`config.mk`:
```
export PLATFORM = sky130hd
export DESIGN_NAME = fetch_unit
export DESIGN_NICKNAME = d
export VERILOG_FILES = /design/src/rtl/fetch_unit.sv
export SDC_FILE = /design/constraint.sdc
export NUM_CORES = 1
export LEC_CHECK = 0
export BUFFER_PORTS_ARGS = -buffer_cell sky130_fd_sc_hd__buf_4
export CAP_MARGIN = 15
export CORE_UTILIZATION = 25
export DETAILED_ROUTE_END_ITERATION = 10
export GPL_TIMING_DRIVEN = 0
export MAX_ROUTING_LAYER = met4
export PLACE_DENSITY_LB_ADDON = 0.12
export SETUP_SLACK_MARGIN = 0.4
export SYNTH_ARGS = -nofsm -noshare
export SYNTH_HDL_FRONTEND = slang
export SYNTH_SLANG_ARGS = --single-unit
```
`constraint.sdc`:
```
create_clock -name clk -period 1.61 [get_ports clk]
set_input_delay 0.0805 -clock clk [delete_from_list [all_inputs] [get_ports clk]]
set_output_delay 0.0805 -clock clk [all_outputs]
set_load 0.02 [all_outputs]
```
`src/rtl/fetch_unit.sv`:
```
// Instruction fetch unit: issues one instruction-memory request at a time,
// holds the returned word for decode, handles branch redirects (including
// squashing an in-flight response) and stops permanently on a halt opcode.
//
// state  | meaning
// -------+--------------------------------------------------------------
// IDLE   | one cycle after reset, no request
// FETCH  | request outstanding at req_addr, waiting for imem_valid
// HOLD   | instruction valid on inst/pc, waiting for decode or a branch
// SQUASH | stale request in flight; drop its data, then fetch redirect_pc
// HALT   | halt opcode seen; frozen until reset
module fetch_unit #(
  parameter logic [15:0] RESET_PC    = 16'h0000,
  parameter logic [3:0]  HALT_OPCODE = 4'hF
) (
  input  logic        clk,
  input  logic        rst,
  output logic        imem_req,
  output logic [15:0] imem_addr,
  input  logic [15:0] imem_rdata,
  input  logic        imem_valid,
  input  logic        br_taken,
  input  logic [15:0] br_target,
  input  logic        inst_ready,
  output logic        inst_valid,
  output logic [15:0] inst,
  output logic [15:0] pc,
  output logic [15:0] pc_plus2,
  output logic        hlt
);

  typedef enum logic [2:0] {
    S_IDLE   = 3'd0,
    S_FETCH  = 3'd1,
    S_HOLD   = 3'd2,
    S_SQUASH = 3'd3,
    S_HALT   = 3'd4
  } state_e;

  state_e      state_q, state_d;
  logic [15:0] req_addr_q, req_addr_d;
  logic [15:0] redirect_q, redirect_d;
  logic [15:0] inst_q, inst_d;
  logic [15:0] pc_q, pc_d;
  logic        hlt_q, hlt_d;
  logic [15:0] br_even;

  // Branch targets are halfword aligned; the low bit is simply dropped.
  assign br_even = br_target & 16'hFFFE;

  // State and datapath registers with synchronous active-low reset.
  always_ff @(posedge clk) begin
    if (!rst) begin
      state_q    <= S_IDLE;
      req_addr_q <= RESET_PC;
      redirect_q <= 16'h0000;
      inst_q     <= 16'h0000;
      pc_q       <= 16'h0000;
      hlt_q      <= 1'b0;
    end else begin
      state_q    <= state_d;
      req_addr_q <= req_addr_d;
      redirect_q <= redirect_d;
      inst_q     <= inst_d;
      pc_q       <= pc_d;
      hlt_q      <= hlt_d;
    end
  end

  // Next-state and next-datapath decisions.
  always_comb begin
    state_d    = state_q;
    req_addr_d = req_addr_q;
    redirect_d = redirect_q;
    inst_d     = inst_q;
    pc_d       = pc_q;
    hlt_d      = hlt_q;
    case (state_q)
      S_IDLE: state_d = S_FETCH;
      S_FETCH: begin
        if (br_taken) begin
          if (imem_valid) begin
            req_addr_d = br_even;
          end else begin
            redirect_d = br_even;
            state_d    = S_SQUASH;
          end
        end else if (imem_valid) begin
          pc_d = req_addr_q;
          if (imem_rdata[15:12] == HALT_OPCODE) begin
            hlt_d   = 1'b1;
            state_d = S_HALT;
          end else begin
            inst_d  = imem_rdata;
            state_d = S_HOLD;
          end
        end
      end
      S_SQUASH: begin
        // Latest redirect wins, even when it lands with the stale response.
        if (br_taken) redirect_d = br_even;
        if (imem_valid) begin
          req_addr_d = br_taken ? br_even : redirect_q;
          state_d    = S_FETCH;
        end
      end
      S_HOLD: begin
        if (br_taken) begin
          req_addr_d = br_even;
          state_d    = S_FETCH;
        end else if (inst_ready) begin
          req_addr_d = pc_q + 16'd2;
          state_d    = S_FETCH;
        end
      end
      S_HALT: state_d = S_HALT;
      default: state_d = S_IDLE;
    endcase
  end

  // Outputs decoded from state and registers only.
  always_comb begin
    imem_req   = (state_q == S_FETCH) || (state_q == S_SQUASH);
    inst_valid = (state_q == S_HOLD);
    imem_addr  = req_addr_q;
    inst       = inst_q;
    pc         = pc_q;
    pc_plus2   = pc_q + 16'd2;
    hlt        = hlt_q;
  end

endmodule

```
* Word level (Yosys, flattened, before mapping) *
Index checks and enable logic that the tools add are counted.

storage, ports and cells
  bits in registers = 68
  word-level logic and storage cells = 49

operators by class
  $add $sub $neg = 1
  equality and inequality tests = 12
  mux-type cells = 18
  bitwise operators = 2
  reductions and logical operators = 10

operator list
  kind                                           count
  two-way mux 16 bit                             8
  one-hot mux 16 bit (3 select lines)            1
  one-hot mux 16 bit (2 select lines)            1
  two-way mux 3 bit                              7
  adder 16 x 2 -> 16 bit, second input constant  1
  one-hot mux 3 bit (5 select lines)             1
  AND reduction 4 bit                            3
  inequality test 3 bit, second input constant   3
  inequality test 2 bit, second input constant   4
  == test 3 x 2 -> 1 bit, second input constant  2
  AND reduction 3 bit                            2
  AND reduction 5 bit                            1
  == test 4 bit, second input constant           1
  == test 3 x 1 -> 1 bit, second input constant  1
  == test 3 bit, second input constant           1
  zero test 3 bit                                1
  nonzero test 3 bit                             1
  inverter 1 bit                                 2
  nonzero test 2 bit                             1
  logical OR 1 bit                               1

* Logic depth before layout (Yosys ltp) *
  depth in word-level cells = 5
  depth in mapped cells = 7

* Least setup slack after synthesis *
OpenSTA, ideal clock, no wires.

  path kind = register to register
  start = register pc_q[1] (netlist: pc[1])
  end = register req_addr_q[3] (netlist: imem_addr[3])
  data arrival time = 1867 ps
  required time = 1543 ps
  slack = -324 ps
  cell stages (with the launch flop) = 6
  path buffers = 0
  period minus slack after synthesis = 1934 ps
  path through = dfxtp_1 ha_1 xor2_1 o21ai_0 a2111o_1 a21oi_2

between the ends
  cells in the longest elaborated chain, start to end = 4

RTL lines
  what                                 line  source
  start, declared                      44    logic [15:0] pc_q, pc_d;
  start signal, assigned               65    pc_q <= pc_d;
  adder 16 x 2 -> 16 bit               --
  net pc_plus2[3]                      28    output logic [15:0] pc_plus2,
  two-way mux 16 bit                   111   end else if (inst_ready) begin
  two-way mux 16 bit                   108   if (br_taken) begin
  one-hot mux 16 bit (3 select lines)  78    case (state_q)
  end signal, assigned                 62    req_addr_q <= req_addr_d;
  end, declared                        41    logic [15:0] req_addr_q, req_addr_d;

The timed path passes the listed nets, and every way through them passes these cells. The select of a mux whose other input is x is not followed.
A chain may end at the register's enable or synchronous reset.

* Worst setup path after layout *
  start = register pc_q[1] (netlist: pc[1])
  end = output port pc_plus2[9]

between the ends
  cells in the longest elaborated chain, start to end = 1

RTL lines
  what                    line  source
  adder 16 x 2 -> 16 bit  128   pc_plus2 = pc_q + 16'd2;
  end, declared           28

Every way passes these cells.

==> summary.md <==
| Metric | Value |
|---|---|
| Core ar. | about 0.013 sq mm |
| Top_reg_cell synth | dfxtp_1 |
| Post-synth EDFFs | 0 |
| Overall Global Routing Usage | 21.3% |
| Largest net degree at the start of global routing | 13 |
| Starting Density | around a quarter |
| Chip width | 117 um |
| Max Fanout on Critical Path | 5 |
| CP Class | flip-flop to output port |
| Cells after Synth | 413 |
| Per-cell routed wire length | between 15 and 20 um |
| Slew HR | a little over two fifths |
| DR DRC count | 0 |
| Clock tree buffer depth | 2 |
| Ys async rst share | 0% |
| Via Count | 3996 |
| RSZ-0062 raised after global routing | yes |
| Max Fclk | around 530 MHz |
| Worst EP arrival | 1790 ps |
| Gr ovfl total | 0 |
| Worst slack, placed | -161 ps |
| Hold Fails Final Rpt | 0 |
| Max stage delay on crit path | approximately 400 ps |
| Syn nets | 452 |
| DR pass1 iterations | 4 |
| Pleak | 0.00307 uW |
| Slew Viols, Final | 0 |
| Total power | between 5000 and 6000 uW |
| # IOs | 104 |
| FF+latch count, synth | 68 |
| Post-Route Setup TNS | -2400 ps |
| Synth top area cells | dfxtp_1, nand2_1, a21oi_1 |
| Via-to-Cell Ratio | 4.93 |
| GP Congestion | 0.825 |
| Register Area | ~0.0014 sq mm |
| # fillers | 1084 |
| Fraction of layout cells with a size suffix above 1 | 70.8% |
| Buffers on Ports | between 100 and 150 |
| Post-DP HPWL | 9240 um |
| Vias in the first global route | 3824 |
| Final Cycle Share | 116% |
| Clock Sinks | 68 |
| Syn Area/Cell | 8.04 sq um |
| Clock root buffer | clkbuf_16 |
| Mapped Area | 0.00332 sq mm |
| Die Y-Extent | 117 um |
| Slew @ Worst Pin | around 840 ps |
| Clock insertion delay at the later pin of the skew report | ~340 ps |
| Slack of the critical path | -260 ps |
| Antenna Violating Nets Remaining | 0 |
| DRT iter0 DRCs | 150 |
| DIE AREA | 0.0137 sq mm |
| Max_cap viols | 0 |
| Fin cells | 810 |
| Antenna violations before repair | 0 |
| CTS H-tree depth | 3 |
| Type of the most critical hold path | primary input to flip-flop |
| Design area | 0.00723 sq mm |
| CTS tree | yes |
| Multi-input logic area | between 0.002 and 0.003 sq mm |
| Netlist cell types | 52 |
| Largest area contributor in the netlist | dfxtp_1 |
| Area grow syn2layout | 118% |
| CP required | 1530 ps |
| Routed WL | 14600 um |
| Startpoint Class | flip-flop |
| Placed instance area | 0.00458 sq mm |
| Outcome | finished, violations left |
| Final Skew | 11.1 ps |
| Fin nets | 672 |
| Rows | 41 |
| Reg clk slew, reported paths | around 60 ps |
| Final setup viols | 16 |
| Failing checks | negative setup slack |
| TritonCTS Buffers | 9 |
| Sequential area share after synthesis | 41.0% |
| Syn. warnings | 0 |
| CP Cell Sequence | ha_4 -> nand4_1 -> buf_4 -> o21a_1 -> or2_4 -> buf_6 |
| Nature of the critical path endpoint | output port |
| First-pass GRT wire length | 21000 um |
| Antenna cells | 0 |
| Pwr dens | 699 mW/mm^2 |
| Synth top area share | 41.0% |
| Critical path's slowest cell | dfxtp_4 |
| Post-layout min period | 1870 ps |
| Worst-case vdd ir drop | 0.468 mV |
| Placed cells | between 600 and 700 |
## worst paths after layout
check                      from        endpoint  slack (ps)  depth (start not counted)
hold / removal    br_target[13]  redirect_q[13]           4                          3
setup reg to reg          pc[2]    imem_addr[3]        -250                          8
setup / recovery          pc[1]     pc_plus2[9]        -260                          6
hold reg to reg   redirect_q[9]   redirect_q[9]         460                          2
## cells by family after synthesis
group | synth area share, %
and+or+nand+nor | 25.3
AOI/OAI and AO/OA | 23.4
buffers and inverters | 5.61
muxes | 1.85
xor gates and xnor gates | 2.11
adders and majority gates | 0.753
DFF | 41.0
## metrics by stage
step                hold slack, ps  utilization (%)
CTS                           3.40             50.1
global placement               332             35.9
global route                  4.31             56.6
finish                        3.92             56.6
floorplan                      216                -
detailed placement             338             35.9
## what timing repair did
| item | in CTS | in global routing |
|---|---|---|
| gates resized for setup | 209 | 144 |
| hold buffers | 11 | 1 |
| pin swaps | 56 | 46 |
| setup endpoints to repair | 83 | 84 |
| cloned | 8 | 0 |
| endpoints found under the hold margin | 11 | 1 |
| buffers inserted | 57 | 31 |
## area by class of cell
type / instances / area share (%)
Timing Repair Buffer: 209 / 26.7
Tap cell: 172 / 2.98
Sequential cell: 68 / 19.6
Clock inverter: 4 / 0.762
Clock buffer: 12 / 3.70
Inverter: 7 / 0.433
Multi-Input combinational cell: 306 / 40.4
Buffer: 32 / 5.47
## synthesized netlist by cell type (all sizes together), types with 6 or more instances
| cell | count |
|---|---|
| o21ai | 21 |
| a21oi | 53 |
| or2 | 6 |
| nor4 | 8 |
| inv | 7 |
| dfxtp | 68 |
| clkbuf | 14 |
| nor2 | 12 |
| nand3 | 12 |
| buf | 18 |
| a221oi | 7 |
| nand4 | 6 |
| a41oi | 7 |
| nand2 | 106 |
## power breakdown
part           internal, uW  switching, uW  total (uW)
Combinational           544            532        1080
Clock                  1340            802        2150
Sequential             1740           99.7        1840
Total                  3620           1430        5060
## cell usage in the layout (no fill, tap or decap), types with 12 or more instances in the layout
cell type and count:
a21oi_2 41, nand2_2 31, clkbuf_16 14, dlygate4sd3_1 12, nand2_1 36, buf_4 133, dfxtp_4 13, a21oi_1 12
buf_8 12, buf_6 61, nand2_4 38, dfxtp_1 52
## registers in the layout, indices dropped and copies added, names as in the netlist
register,count
imem_addr,16
inst,16
pc,16
redirect_q,16
state_q,3
hlt,1
## worst max-delay path: cells and delay by family, from the launching register on
family | cells | cell delay (ps)
flip-flops | 1 | 400
adder cells (fa/ha/maj) | 1 | 160
buffers and inverters | 2 | 310
AND/OR/NAND/NOR | 2 | 380
AO/OA/AOI/OAI | 1 | 190
## metal layers
metal / routed length, um / global-route usage, % / up-vias
met3: 642 / 3.55 / 22
met5: 0 / - / -
met1: 6270 / 27.2 / 1952
li1: - / - / 1904
met4: 350 / 5.65 / 0
met2: 7350 / 34.9 / 118
(Power assumes the default switching activity.)
